<file path="config.mk">
export PLATFORM = sky130hd
export DESIGN_NAME = run_sched_flat
export DESIGN_NICKNAME = d
export VERILOG_FILES = /design/src/rtl/run_sched_pkg.sv /design/src/rtl/run_sched_if.sv /design/src/rtl/run_sched_rr_pick.sv /design/src/rtl/run_sched.sv /design/src/flat_wrapper.sv
export SDC_FILE = /design/constraint.sdc
export NUM_CORES = 1
export LEC_CHECK = 0
export CAP_MARGIN = 20
export CORE_MARGIN = 2
export CORE_UTILIZATION = 45
export DETAILED_ROUTE_END_ITERATION = 16
export PLACE_DENSITY = 0.75
export SLEW_MARGIN = 20
export SYNTH_ARGS = -nofsm -noshare
export SYNTH_HDL_FRONTEND = slang
export SYNTH_HIERARCHICAL = 1
export SYNTH_SLANG_ARGS = --single-unit
</file>
<file path="constraint.sdc">
create_clock -name clk -period 2 [get_ports clk]
set_input_delay 0.3 -clock clk [delete_from_list [all_inputs] [get_ports clk]]
set_output_delay 0.3 -clock clk [all_outputs]
set_load 0.02 [all_outputs]
</file>
<file path="src/rtl/run_sched_pkg.sv">
// run_sched_pkg: shared definitions for the run scheduler and the run/count
// worker FSMs.
//   - state_e   : IDLE / RUN / LAST encoding (STATE_W bits)
//   - clamp_len : maps a requested run length of 0 to 1
package run_sched_pkg;

    localparam int STATE_W   = 2;
    // Widest run-length field clamp_len accepts; callers zero-extend into it
    // and truncate the result back to their own counter width.
    localparam int LEN_MAX_W = 16;

    typedef enum logic [STATE_W-1:0] {
        IDLE = 2'd0,
        RUN  = 2'd1,
        LAST = 2'd2
    } state_e;

    function automatic logic [LEN_MAX_W-1:0] clamp_len(input logic [LEN_MAX_W-1:0] len);
        return (len == '0) ? LEN_MAX_W'(1) : len;
    endfunction

endpackage

</file>
<file path="src/rtl/run_sched_if.sv">
// run_sched_if: requester-side bundle of the run scheduler.
//   req     : NREQ   level request per requester
//   len     : CNT_W  run length for the next granted run
//   grant   : NREQ   one-hot grant, high during RUN
//   done    : NREQ   one-cycle completion pulse on the winner's bit
//   done_id : ID_W   index of the current / just-finished winner
//   busy    : 1      scheduler not idle
// Optional (RUN_SCHED_ABORT_EN defined):
//   abort   : 1      cut the current run short
//   aborted : 1      high with done when the run was cut short
// Modports: master = requester side, slave = scheduler side.
interface run_sched_if #(
    parameter int NREQ  = 4,
    parameter int CNT_W = 4
);
    localparam int ID_W = $clog2(NREQ);

    logic [NREQ-1:0]  req;
    logic [CNT_W-1:0] len;
    logic [NREQ-1:0]  grant;
    logic [NREQ-1:0]  done;
    logic [ID_W-1:0]  done_id;
    logic             busy;

`ifdef RUN_SCHED_ABORT_EN
    logic abort;
    logic aborted;

    modport master (output req, len, abort, input grant, done, done_id, busy, aborted);
    modport slave  (input req, len, abort, output grant, done, done_id, busy, aborted);
`else
    modport master (output req, len, input grant, done, done_id, busy);
    modport slave  (input req, len, output grant, done, done_id, busy);
`endif

endinterface

</file>
<file path="src/rtl/run_sched_rr_pick.sv">
// rr_pick: combinational rotating-priority picker.
//   req : NREQ  request vector
//   ptr : ID_W  last winner; the search starts at ptr+1 (mod NREQ)
//   win : ID_W  index of the first set request found
//   any : 1     at least one request is set (win is valid only then)
module rr_pick #(
    parameter  int NREQ = 4,
    localparam int ID_W = $clog2(NREQ)
) (
    input  logic [NREQ-1:0] req,
    input  logic [ID_W-1:0] ptr,
    output logic [ID_W-1:0] win,
    output logic            any
);

    logic [ID_W-1:0] w_idx;

    // Walk from the lowest priority (ptr+NREQ == ptr) up to the highest
    // (ptr+1); the last hit overwrites earlier ones and so has priority.
    always_comb begin
        // NOTE: every variable assigned in always_comb gets a default first,
        // otherwise a path that skips the assignment infers a latch.
        win   = '0;
        w_idx = '0;
        for (int i = NREQ; i >= 1; i--) begin
            w_idx = ID_W'((int'(ptr) + i) % NREQ);
            if (req[w_idx]) begin
                win = w_idx;
            end
        end
    end

    assign any = |req;

endmodule

</file>
<file path="src/rtl/run_sched.sv">
// run_sched: non-preemptive round-robin scheduler sharing one counted-run
// resource among NREQ requesters. Arbitrates in IDLE, grants the winner for
// max(len,1) cycles in RUN, pulses done in LAST, then re-arbitrates.
//   clk   : clock, rising edge
//   rst_n : asynchronous active-low reset
//   bus   : run_sched_if.slave (req/len in, grant/done/done_id/busy out)
// Optional feature macro: RUN_SCHED_ABORT_EN adds bus.abort / bus.aborted;
// abort in RUN forces LAST at the next edge.
// NREQ/CNT_W must match the parameters of the connected interface.
module run_sched
    import run_sched_pkg::*;
#(
    parameter int NREQ  = 4,
    parameter int CNT_W = 4
) (
    input  logic         clk,
    input  logic         rst_n,
    run_sched_if.slave   bus
);

    localparam int              ID_W = $clog2(NREQ);
    localparam logic [NREQ-1:0] ONE  = NREQ'(1);

    state_e            r_state, w_next;
    logic [CNT_W-1:0]  r_cnt, r_len_q;
    logic [ID_W-1:0]   r_win, r_ptr, w_win_next, w_pick;
    logic [NREQ-1:0]   r_grant, r_done;
    logic              r_busy;
    logic              w_any, w_cnt_last, w_abort;
    logic [CNT_W-1:0]  w_load_len;

    rr_pick #(.NREQ(NREQ)) u_pick (
        .req (bus.req),
        .ptr (r_ptr),
        .win (w_pick),
        .any (w_any)
    );

`ifdef RUN_SCHED_ABORT_EN
    logic r_aborted;
    assign w_abort     = bus.abort;
    assign bus.aborted = r_aborted;
`else
    assign w_abort = 1'b0;
`endif

    assign w_cnt_last = (r_cnt == r_len_q - CNT_W'(1));
    assign w_load_len = CNT_W'(clamp_len(LEN_MAX_W'(bus.len)));

    always_comb begin
        w_next     = r_state;
        w_win_next = r_win;
        case (r_state)
            IDLE: begin
                if (w_any) begin
                    w_next     = RUN;
                    w_win_next = w_pick;
                end
            end
            RUN:     if (w_cnt_last || w_abort) w_next = LAST;
            LAST:    w_next = IDLE;
            default: w_next = IDLE;   // unreachable encodings recover to IDLE
        endcase
    end

    // grant/done/busy are registered from the next state so they line up
    // with the state they describe, with no input-to-output path.
    always_ff @(posedge clk or negedge rst_n) begin
        if (!rst_n) begin
            r_state   <= IDLE;
            r_win     <= '0;
            r_ptr     <= ID_W'(NREQ - 1);
            r_cnt     <= '0;
            r_len_q   <= '0;
            r_grant   <= '0;
            r_done    <= '0;
            r_busy    <= 1'b0;
`ifdef RUN_SCHED_ABORT_EN
            r_aborted <= 1'b0;
`endif
        end else begin
            // NOTE: sequential state uses non-blocking assignments so every
            // register samples pre-edge values regardless of statement order.
            r_state <= w_next;
            r_win   <= w_win_next;
            r_grant <= (w_next == RUN)  ? (ONE << w_win_next) : '0;
            r_done  <= (w_next == LAST) ? (ONE << r_win)      : '0;
            r_busy  <= (w_next != IDLE);
            if (r_state == IDLE && w_any) begin
                r_len_q <= w_load_len;
                r_cnt   <= '0;
            end else if (r_state == RUN) begin
                r_cnt <= r_cnt + CNT_W'(1);
            end
            if (r_state == LAST) begin
                r_ptr <= r_win;
            end
`ifdef RUN_SCHED_ABORT_EN
            // A run that reaches its natural end on the abort cycle is not
            // reported as aborted.
            r_aborted <= (r_state == RUN) && w_abort && !w_cnt_last;
`endif
        end
    end

    assign bus.grant   = r_grant;
    assign bus.done    = r_done;
    assign bus.done_id = r_win;
    assign bus.busy    = r_busy;

endmodule
</file>
<file path="src/flat_wrapper.sv">
// flat-port wrapper written by rule: the top's interface ports become plain ports
module run_sched_flat import run_sched_pkg::*;
#(
    parameter int NREQ  = 4,
    parameter int CNT_W = 4
)
  (clk, rst_n, bus_req, bus_len, bus_grant, bus_done, bus_done_id, bus_busy);
  run_sched_if #(.NREQ(NREQ), .CNT_W(CNT_W)) bus_i ();
  input  logic clk;
  input  logic rst_n;
  input wire logic [$bits(bus_i.req)-1:0] bus_req;
  input wire logic [$bits(bus_i.len)-1:0] bus_len;
  output wire logic [$bits(bus_i.grant)-1:0] bus_grant;
  output wire logic [$bits(bus_i.done)-1:0] bus_done;
  output wire logic [$bits(bus_i.done_id)-1:0] bus_done_id;
  output wire logic [$bits(bus_i.busy)-1:0] bus_busy;
  assign bus_i.req = bus_req;
  assign bus_i.len = bus_len;
  assign bus_grant = bus_i.grant;
  assign bus_done = bus_i.done;
  assign bus_done_id = bus_i.done_id;
  assign bus_busy = bus_i.busy;
  run_sched #(.NREQ(NREQ), .CNT_W(CNT_W)) u_core (.clk(clk), .rst_n(rst_n), .bus(bus_i));
endmodule
</file>
==> results of run 1 <==
registers in the layout, summed over array words and instances (netlist names):
signal              cells
u_core/r_len_q          4
u_core/r_ptr            2
u_core/r_state          2
u_core/bus.busy         1
u_core/bus.done         4
u_core/bus.done_id      2
u_core/bus.grant        4
u_core/r_cnt            4
worst max path at each step:
stage / startpoint / to / slack [ns] / depth (start not counted)
floorplan: u_core/r_len_q[0] / u_core/bus.grant[0] / 0.43 / 6
global route: u_core/r_len_q[0] / u_core/bus.grant[3] / 0.05 / 6
CTS: u_core/r_len_q[0] / u_core/bus.grant[3] / 0.17 / 6
detailed placement: bus_req[0] / u_core/bus.grant[0] / 0.04 / 7
global placement: bus_req[1] / u_core/bus.grant[2] / 0.06 / 7
finish: u_core/r_len_q[0] / u_core/bus.grant[3] / 0.20 / 6
Yosys cell counts, drive strengths merged, types with 2 or more instances:
master	n	area share (%)
dfrtp	21	50
inv	7	2.5
nor3	7	4.2
o21ai	6	2.8
nor2	5	1.8
a21oi	4	2.2
mux2	4	4.2
nand2b	4	2.4
mux2i	3	2.8
nand2	3	1.1
and2b	2	1.4
and3b	2	1.7
dfstp	2	5.0
ha	2	2.4
nor3b	2	2.9
xnor2	2	1.7
xor2	2	1.7
cell type report:
| class | count | share of cell area (%) |
|---|---|---|
| Clock buffer | 4 | 1.95 |
| Inverter | 7 | 1.95 |
| Multi-Input combinational cell | 59 | 34.0 |
| Sequential cell | 23 | 43.0 |
| Tap cell | 28 | 2.60 |
| Timing Repair Buffer | 23 | 16.6 |
metrics by stage:
| stage | power [mW] | worst slack [ns] | utilization (%) | area (µm²) |
|---|---|---|---|---|
| after detailed placement | 1.70 | 0.0446 | 59.6 | 1320 |
| after CTS | 1.91 | 0.171 | 60.8 | 1350 |
| after global placement | 1.67 | 0.0578 | 59.6 | 1320 |
| after floorplan | 1.38 | 0.429 | - | 1060 |
| after global routing | 2.05 | 0.0465 | 60.8 | 1350 |
| final | 1.89 | 0.199 | 60.8 | 1350 |
where the power goes:
part | total [mW] | switching, mW | internal, mW
Sequential | 0.818 | 0.169 | 0.649
Clock | 0.201 | 0.124 | 0.0776
Combinational | 0.873 | 0.424 | 0.449
worst max-delay path, cell delays in order, from the launching register on:
cell,delay (ns)
dfrtp_1,0.42
inv_1,0.08
ha_1,0.19
xnor3_1,0.35
nand3_1,0.13
o31ai_2,0.39
nor3_1,0.11
cell usage in the layout, fill, tap and decap left out, types with 2 or more instances in the layout:
master           instances
a21oi_1                  3
and2b_1                  2
and3b_1                  2
buf_4                    3
clkbuf_4                 3
clkdlybuf4s50_1         20
dfrtp_1                 21
dfstp_2                  2
ha_1                     2
inv_1                    7
mux2_2                   4
mux2i_1                  3
nand2_1                  3
nand2b_1                 4
nor2_1                   5
nor3_1                   5
nor3_2                   2
o21ai_0                  6
xnor2_1                  2
xor2_1                   2
per-layer routing:
| layer | GRT usage (%) | part of all wire [%] | up-vias |
|---|---|---|---|
| met5 | 0 | 0 | - |
| met4 | 7.69 | 0.84 | 0 |
| met3 | 4.29 | 4.4 | 2 |
| met2 | 28.1 | 50 | 12 |
| met1 | 22.4 | 45 | 353 |
| li1 | - | - | 364 |
kinds of logic (layout without fill, tap and decap cells):
group           after synthesis  after routing  share of synthesized area [%]
compound gates               14             14                           9.08
simple gates                 31             31                           19.1
xor+xnor                      5              5                           5.42
mux                           7              7                           7.08
fa+ha+maj                     2              2                           2.36
buf+inv                       7             34                           2.48
flops                        23             23                           54.5
==> impl_metrics.yaml, run 1 <==
floorplan:
  die_y_um: 52.6
  row_count: 17
  ios: 21
  die-area_um2: 2760
  core-area_um2: 2210
  start_util_pct: 48.0
  die_w_um: 52.6
worst_setup_path:
  required_ns: 2.18
  rr_worst_depth: 6
  crit_path_end_kind: "flip-flop"
  r2r-start: "u_core/r_len_q[0]"
  r2r_slack_ns: 0.20
  r2r-end: "u_core/bus.grant[3]"
  startpoint_type: "flip-flop"
  critical_path_class: "reg2reg"
  cp.arrival_ns: 1.98
  cp_max_fo: 5
place:
  dpl.cell_count: 140
  hpwl_um: 1460
  port_buffers: 20
  gp_congestion: 0.802
clock_tree:
  postCtsSetupBuffers: 0
  ctsLongestPathBuffers: 2
  cts_made_buffers: 3
  post_cts_resized: 0
  clock_latency_ns: 0.30
  numClockSinks: 23
  root_buffer: "clkbuf_4"
  cts_tree: "built"
  cts_hold_buf: 0
  clk_pin_slew_ns: 0.12
  htree_levels: 1
yosys:
  yosys_warnings: 6
  syn-cell-area_um2: 1060
  synth-edff-count: 0
  synth_nets: 101
  yosysSeqAreaShare_pct: 54.5
  ys_ff_latch: 23
  async_flop_share_pct: 100
  synth.distinct_cells: 31
  synth_cells: 89
  synthFlopType: "dfrtp_1"
  syn_avg_cell_area_um2: 11.9
timing:
  finalCritPeriodShare_pct: 90.0
  period_needed_ns: 1.80
  report.final.slew_viol_count: 0
  fin_tns_setup_ns: 0
  hold_viol_final: 0
  worst_pin_slew_ns: 0.416
  clock.fmax_mhz: 555
  slew_headroom_pct: 72.1
  whs_ns: 0.339
  rsz0062_at_grt: "false"
  clock_skew_ns: 0.00391
  setup_viol: 0
global_routing:
  overflow: 0
  grt_pass1_wl_um: 3490
  grt_pass1_vias: 771
  grt_max_degree: 24
  grt_use_total_pct: 17.6
  antenna_found_initial: 0
final_layout:
  fill_cells: 196
  multi_input_area_um2: 457
  final_cells: 144
  layout-drive-gt1-share_pct: 17.2
  diodes: 0
  final_net_count: 129
  area_growth_pct: 26.8
  seq_area_um2: 578
power:
  leakage_nw: 0.584
  vdd_drop_max_uv: 959
  p_per_area_nw_per_um2: 1410
routing:
  vias: 731
  wl_um: 1920
  wl_per_cell_um: 13.3
  drtPass1Iterations: 4
  drt_iter0_markers: 9
  drtAntennaViolNets: 0
  viasPerCell: 5.08
  drcViolationCount: 0
worst_hold_path:
  hold_path.class: "in2async"
run:
  maxCapViolCount: 0
outcome:
  status: "complete, no violations"
Note: power is estimated with default switching activity, not from simulation.
==> run 2, diff against run 1 <==
Settings changed: CTS_CLUSTER_SIZE from default to 20.
==> results of run 2 <==
Same layout as run 1: the final DEF is identical, and so are final timing and power.
